<file path="config.mk">
export PLATFORM = sky130hd
export DESIGN_NAME = vram_cpu_port
export DESIGN_NICKNAME = d
export VERILOG_FILES = /design/src/rtl/vram_cpu_port.sv
export SDC_FILE = /design/constraint.sdc
export NUM_CORES = 1
export LEC_CHECK = 0
export ABC_AREA = 1
export CAP_MARGIN = 10
export CORE_MARGIN = 2
export CORE_UTILIZATION = 35
export DETAILED_ROUTE_END_ITERATION = 6
export SLEW_MARGIN = 20
export SYNTH_ARGS = -nofsm -noshare
export SYNTH_HDL_FRONTEND = slang
export SYNTH_SLANG_ARGS = --single-unit
</file>
<file path="constraint.sdc">
create_clock -name clock -period 3.8 [get_ports clock]
set_input_delay 0.76 -clock clock [delete_from_list [all_inputs] [get_ports clock]]
set_output_delay 0.76 -clock clock [all_outputs]
set_load 0.02 [all_outputs]
</file>
<file path="src/rtl/vram_cpu_port.sv">
// HuC6270 CPU-side VRAM access port: MAWR/MARR/VWR/VRR registers behind the 8-bit bus,
// slot-gated VRAM read/write issue. Optional VRAM_PORT_OVERRUN_EN adds a sticky dropped-trigger flag.
module vram_cpu_port #(
  parameter int unsigned ADDR_W = 16,
  parameter int unsigned DATA_W = 16
) (
  input  logic              clock,
  input  logic              reset,
  input  logic [1:0]        cpu_a,
  input  logic              cpu_wr,
  input  logic              cpu_rd,
  input  logic [7:0]        cpu_din,
  output logic [7:0]        cpu_dout,
  input  logic [1:0]        incr_sel,
  input  logic              slot_avail,
  output logic [ADDR_W-1:0] MA,
  output logic              re,
  output logic              we,
  output logic [DATA_W-1:0] MD_in,
  input  logic [DATA_W-1:0] MD_out,
`ifdef VRAM_PORT_OVERRUN_EN
  output logic              overrun,
`endif
  output logic              busy
);

  typedef enum logic [1:0] {IDLE, WR_PEND, RD_PEND, RD_WAIT} state_t;

  state_t              state, state_nx;
  logic [4:0]          ar;
  logic [ADDR_W-1:0]   mawr, marr, ma_q, inc;
  logic [7:0]          vwr_lo;
  logic [DATA_W-1:0]   wdata, vrr;
  logic                wr_lo, wr_hi, rd_vrr, wr_trig, rd_trig, issue_wr, issue_rd;

  function automatic logic [ADDR_W-1:0] put_byte(input logic [ADDR_W-1:0] r,
                                                 input logic [7:0] b, input logic hi);
    logic [15:0] t;
    t = 16'(r);
    if (hi) t[15:8] = b;
    else    t[7:0]  = b;
    return ADDR_W'(t);
  endfunction

  assign wr_lo    = cpu_wr && (cpu_a == 2'd2);
  assign wr_hi    = cpu_wr && (cpu_a == 2'd3);
  assign rd_vrr   = cpu_rd && (cpu_a == 2'd3) && (ar == 5'd2);
  assign wr_trig  = wr_hi && (ar == 5'd2);
  assign rd_trig  = (wr_hi && (ar == 5'd1)) || rd_vrr;
  // Strobes are suppressed during reset so an abandoned access never reaches VRAM.
  assign issue_wr = (state == WR_PEND) && slot_avail && !reset;
  assign issue_rd = (state == RD_PEND) && slot_avail && !reset;
  assign busy     = (state != IDLE);
  assign MD_in    = wdata;

  always_comb begin
    case (incr_sel)
      2'd0:    inc = ADDR_W'(1);
      2'd1:    inc = ADDR_W'(32);
      2'd2:    inc = ADDR_W'(64);
      default: inc = ADDR_W'(128);
    endcase
  end

  always_comb begin
    state_nx = state;
    we       = issue_wr;
    re       = issue_rd;
    MA       = ma_q;
    if (issue_wr)      MA = mawr;
    else if (issue_rd) MA = marr;
    case (state)
      IDLE: begin
        if (wr_trig)      state_nx = WR_PEND;
        else if (rd_trig) state_nx = RD_PEND;
      end
      WR_PEND: if (slot_avail) state_nx = IDLE;
      RD_PEND: if (slot_avail) state_nx = RD_WAIT;
      default: state_nx = IDLE;
    endcase
  end

  always_ff @(posedge clock) begin
    if (reset) begin
      state  <= IDLE;
      ar     <= '0;
      mawr   <= '0;
      marr   <= '0;
      ma_q   <= '0;
      vwr_lo <= '0;
      wdata  <= '0;
      vrr    <= '0;
    end else begin
      state <= state_nx;
      ma_q  <= MA;
      if (cpu_wr && (cpu_a == 2'd0)) ar <= cpu_din[4:0];
      if (wr_lo && (ar == 5'd2)) vwr_lo <= cpu_din;
      if ((state == IDLE) && wr_trig) wdata <= DATA_W'({cpu_din, vwr_lo});
      // A CPU write to MAWR beats the post-write increment landing on the same edge.
      if (wr_lo && (ar == 5'd0))      mawr <= put_byte(mawr, cpu_din, 1'b0);
      else if (wr_hi && (ar == 5'd0)) mawr <= put_byte(mawr, cpu_din, 1'b1);
      else if (issue_wr)              mawr <= mawr + inc;
      if (wr_lo && (ar == 5'd1))      marr <= put_byte(marr, cpu_din, 1'b0);
      else if (wr_hi && (ar == 5'd1)) marr <= put_byte(marr, cpu_din, 1'b1);
      else if (rd_vrr)                marr <= marr + inc;
      if (state == RD_WAIT) vrr <= MD_out;
    end
  end

`ifdef VRAM_PORT_OVERRUN_EN
  always_ff @(posedge clock) begin
    if (reset)                                overrun <= 1'b0;
    else if ((wr_trig || rd_trig) && busy)    overrun <= 1'b1;
    else if (cpu_rd && (cpu_a == 2'd0))       overrun <= 1'b0;
  end
`endif

  always_comb begin
    cpu_dout = '0;
    case (cpu_a)
`ifdef VRAM_PORT_OVERRUN_EN
      2'd0: cpu_dout = {overrun, 2'b0, ar};
`else
      2'd0: cpu_dout = {3'b0, ar};
`endif
      2'd2: cpu_dout = vrr[7:0];
      2'd3: cpu_dout = vrr[15:8];
      default: cpu_dout = '0;
    endcase
  end

endmodule

</file>
## After elaboration in Yosys (flattened, before gate mapping)

Index checks and enable logic that the tools add are counted.

- $add $sub $neg: 2
- $mul: 0
- Divide/modulo/power cells: 0
- Magnitude comparators: 0
- Equality and inequality tests: 14
- Shifts and indexed selects: 0
- Muxes and demuxes: 15
- Bitwise gates (word level): 2
- Reductions and logical operators: 32

Operator list:

| operator | count |
|---|---|
| $mux 16 | 6 |
| $pmux 8 s3 | 2 |
| $add 16x8->16 | 2 |
| $logic_and 1x1->1 | 16 |
| $mux 8 | 2 |
| $eq 2x2->1 const B | 5 |
| $reduce_bool 2->1 | 5 |
| $mux 2 | 4 |
| $reduce_and 2->1 | 4 |
| $logic_not 2->1 | 3 |
| $ne 2x2->1 const B | 3 |
| $pmux 2 s3 | 1 |
| $eq 5x1->1 const B | 1 |
| $eq 5x2->1 const B | 1 |
| $logic_not 5->1 | 1 |
| $eq 2x1->1 const B | 2 |
| $ne 3x3->1 const B | 1 |
| $reduce_and 3->1 | 1 |
| $ne 2x1->1 const B | 1 |
| $not 1->1 | 2 |
| $logic_not 1->1 | 1 |
| $logic_or 1x1->1 | 1 |

- Flip-flop bits (word level): 95
- Latch bits: 0
- RAM bits: 0
- Bits in read-only memories: 0
- Input port bits: 33
- Output and inout bits: 43
- Word-level logic and storage cells: 75
- Memories kept: 0

## Longest topological paths before layout

- Word-level depth: 7
- Mapped depth: 14
- Gate-level depth less buffers: 14

## Least setup slack after synthesis

OpenSTA, ideal clock, no wires.

- Path type: input-to-output
- From: input port slot_avail
- To: output port MA[3]
- Arrival: 1977 ps
- Required time: 3040 ps
- Path slack: 1063 ps
- Stages: 8
- Path buffers: 2
- Path through: inv_1 -> nor2_2 -> nand2_1 -> buf_2 -> buf_2 -> o21ai_0 -> a21oi_1 -> a31oi_1

- Longest elaborated chain between the ends: 4
- Elaborated cells on any way between the ends: 6
- Classes of those cells: mux (2); reduce/logical (4)

Ends and longest elaborated chain:

| element | line | text |
|---|---|---|
| from (decl) | 15 | `input logic slot_avail,` |
| $logic_and 1x1->1 (2 in a row) | 52 | `assign issue_rd = (state == RD_PEND) && slot_avail && !reset;` |
| $mux 16 | 71 | `else if (issue_rd) MA = marr;` |
| $mux 16 * | 70 | `if (issue_wr) MA = mawr;` |
| to (decl) | 16 | `output logic [ADDR_W-1:0] MA,` |

Every way passes the cells marked *; elsewhere a longest branch is shown, timed or not.

## Worst setup path in the final report

- From: input port slot_avail
- To: output port MA[8]

The elaborated chain is that of the path after synthesis.

==> results.py <==
metrics = {
    "status": {
        "status": "finished, final reports clean",
    },
    "worst_setup_path": {
        "path_cells": "clkdlybuf4s50_1 -> inv_1 -> nor2_2 -> nand2_1 -> buf_12 -> o21ai_0 -> a21oi_1 -> a31oi_1 -> clkdlybuf4s50_1",
        "cp_data_required_time_ns": 3.04,
        "start_kind": "input pin",
        "worstPathMaxFanout": 28,
        "critical_path_class": "in2out",
        "timing.critical_path.buf_inv": 4,
        "startpoint": "slot_avail",
        "path_delay_family": "buffers and inverters",
        "end_kind": "primary output",
        "cp_common_cell": "clkdlybuf4s50_1",
        "r2r-start": "ar[2]",
        "crit_arrival_ns": 2.90,
        "cpMaxStageDelayCell": "clkdlybuf4s50_1",
        "slowest_delay_ns": 0.62,
    },
    "synthesis": {
        "yosysUniqueCellTypes": 36,
        "yosysWarnings": 0,
        "ys_ff_latch": 95,
        "synthFlopType": "dfxtp_1",
        "synth_area_per_cell_um2": 6.717,
        "synth_cells": 757,
        "synth_edf_count": 0,
        "yosysSeqAreaShare_pct": 37.40,
        "synth_nets": 798,
        "synthesis.area_um2": 5085,
        "synthArstFlopShare_pct": 0,
    },
    "clock_tree": {
        "cts_tree": "built",
        "cts_made_buffers": 9,
        "clk_pin_slew_ns": 0.06,
        "postCtsSetupBuffers": 0,
        "clockRootBuffer": "clkbuf_16",
        "cts_hold_buf": 0,
        "clock-sinks": 95,
        "clock_latency_ns": 0.36,
        "clockBufferDepth": 2,
        "htreeDepth": 3,
        "post_cts_resized": 0,
    },
    "finish": {
        "final_common_cell": "nand2_1",
        "n_antenna_cell": 0,
        "multi_input_area_um2": 2738,
        "syn2layout_area_growth_pct": 24.73,
        "layout_common_cells": "161 x nand2_1, 95 x dfxtp_1, 78 x nor2_1, 75 x clkdlybuf4s50_1, 70 x inv_1",
        "final-seq-area_um2": 1902,
        "fin_nets": 867,
        "nFillCells": 1501,
        "drive_above_1_share_pct": 6.739,
    },
    "timing": {
        "final-hold-violation-count": 0,
        "fin_crit_sh_pct": 96.23,
        "max_freq_mhz": 273.5,
        "slew_viol_final": 0,
        "rsz0062_at_grt": "no",
        "hold_ws_ns": 0.4640,
        "period_minus_slack_ns": 3.657,
        "maxSlewHeadroom_pct": 59.63,
        "skew_ns": 0.007902,
        "worstMarginPinSlew_ns": 0.6048,
        "setup_tns_ns": 0,
        "setup_slack_ns": 0.1432,
        "setup_viol_count_final": 0,
    },
    "drt": {
        "firstDrtPassIters": 5,
        "drc": 0,
        "post_drt_wl_per_cell_um": 15.31,
        "dr_total_vias": 5197,
        "vias_per_cell": 5.120,
        "drtAntennaViolNets": 0,
        "routed_wl_mm": 15.54,
        "drt_iter0_drc": 406,
    },
    "global_routing": {
        "grt_usage_pct": 20.12,
        "grt_overflow": 0,
        "grt_max_degree": 40,
        "antenna_found_initial": 0,
        "grt_first_pass_wirelength_mm": 25.05,
        "first_global_vias": 4752,
    },
    "floorplan": {
        "core_area_um2": 14370,
        "rows": 44,
        "io-pin-count": 76,
        "start_util_pct": 35.39,
        "fp.dieW_um": 124.5,
        "die_area_um2": 15510,
        "fp.dieH_um": 124.5,
    },
    "pwr": {
        "power_leakage_nw": 2.465,
        "power_frac_comb_pct": 12.9,
        "p_seq_share_pct": 46.3,
        "p_per_area_nw_per_um2": 350.7,
        "p_int_mw": 1.629,
        "switchingPower_mw": 0.5956,
        "switching_share_pct": 26.78,
        "p_clk_share_pct": 40.7,
        "irDropWorstVdd_uv": 205.1,
    },
    "placement": {
        "place_ws_ns": 0.1955,
        "gp_congestion": 0.8237,
        "dp_hpwl_mm": 10.84,
        "io_buffers": 75,
    },
    "run": {
        "maxCapViolations": 0,
    },
    "min_path": {
        "hp-class": "reg2reg",
        "min-delay-start": "MD_in[10]",
    },
}
## sequential cells by signal, summed over array words and instances, names as in the netlist
name and count:
MD_in 16, ma_q 16, marr 16, mawr 16, vrr 16, vwr_lo 8
ar 5, state 2
## logic make-up (layout without fill, tap and decap cells)
| group | count (synthesis) | in the layout | share of synthesized area [%] |
|---|---|---|---|
| fa+ha+maj | 8 | 8 | 1.969 |
| buf+inv | 112 | 186 | 8.760 |
| flops | 95 | 95 | 37.40 |
| xor+xnor | 5 | 5 | 0.8614 |
| simple gates | 339 | 339 | 28.94 |
| compound gates | 198 | 198 | 22.07 |
## power by group through the flow
| stage | logic (mW) | registers [mW] | clock network [mW] |
|---|---|---|---|
| CTS | 0.285 | 1.03 | 0.925 |
| finish | 0.287 | 1.03 | 0.906 |
| global placement | 0.283 | 1.05 | 0 |
| global route | 0.313 | 1.03 | 0.963 |
| floorplan | 0.162 | 1.05 | 0 |
| detailed placement | 0.284 | 1.05 | 0 |
## worst register-to-register path, delay by kind of cell (launching register included)
| family | cells | cell delay [ns] |
|---|---|---|
| and+or+nand+nor | 6 | 1.15 |
| AOI/OAI and AO/OA | 1 | 0.08 |
| buffers and inverters | 2 | 0.31 |
| DFF | 1 | 0.32 |
## cells in the mapped netlist (all sizes together), types with 3 or more instances
master | number | share of area (%)
xnor2 | 3 | 0.52
clkbuf | 16 | 1.2
ha | 8 | 2.0
a21oi | 69 | 7.2
clkinv | 3 | 0.25
o211ai | 7 | 1.0
a22oi | 3 | 0.44
nand2 | 165 | 12
or2 | 4 | 0.49
nor2 | 86 | 7.1
a211oi | 12 | 1.8
nand4 | 11 | 1.4
dfxtp | 95 | 37
a31oi | 22 | 2.7
and2 | 4 | 0.49
nand3b | 4 | 0.59
nand3 | 58 | 5.7
inv | 79 | 5.8
nor3 | 7 | 0.69
o21ai | 76 | 7.5
buf | 14 | 1.5
a22o | 3 | 0.52
## area by class of cell
cell class,count,share of cell area (%)
well taps,184,3.630
clock inverters,6,0.9667
clock buffers,10,3.610
inverters,82,4.873
repair buffers,88,13.77
multi-input cells,550,43.16
flip-flops and latches,95,29.99
## final timing paths
path / slack (ns) / cells after the start / end
setup / recovery: 0.14 / 9 / MA[8]
hold / removal: 0.46 / 2 / MD_in[10]
setup reg to reg: 1.87 / 9 / state[0]
hold reg to reg: 0.46 / 2 / MD_in[10]
## through the flow
stage               power (mW)  cells  instance area, µm²  utilization, %
detailed placement       1.337    999                6052           42.12
global route             2.309   1015                6342           44.14
global placement         1.338    999                6052           42.12
finish                   2.224   1015                6342           44.14
floorplan                1.211    757                5085               -
CTS                      2.241   1015                6342           44.14
## metal layers
| metal | vias up | track usage [%] | routed length, µm |
|---|---|---|---|
| met4 | 0 | 8.724 | 398 |
| li1 | 2674 | - | - |
| met5 | - | 0 | 0 |
| met3 | 21 | 2.964 | 749 |
| met1 | 2366 | 28.71 | 7609 |
| met2 | 136 | 30.12 | 6779 |
No activity file was read; power rests on OpenSTA's default activity.
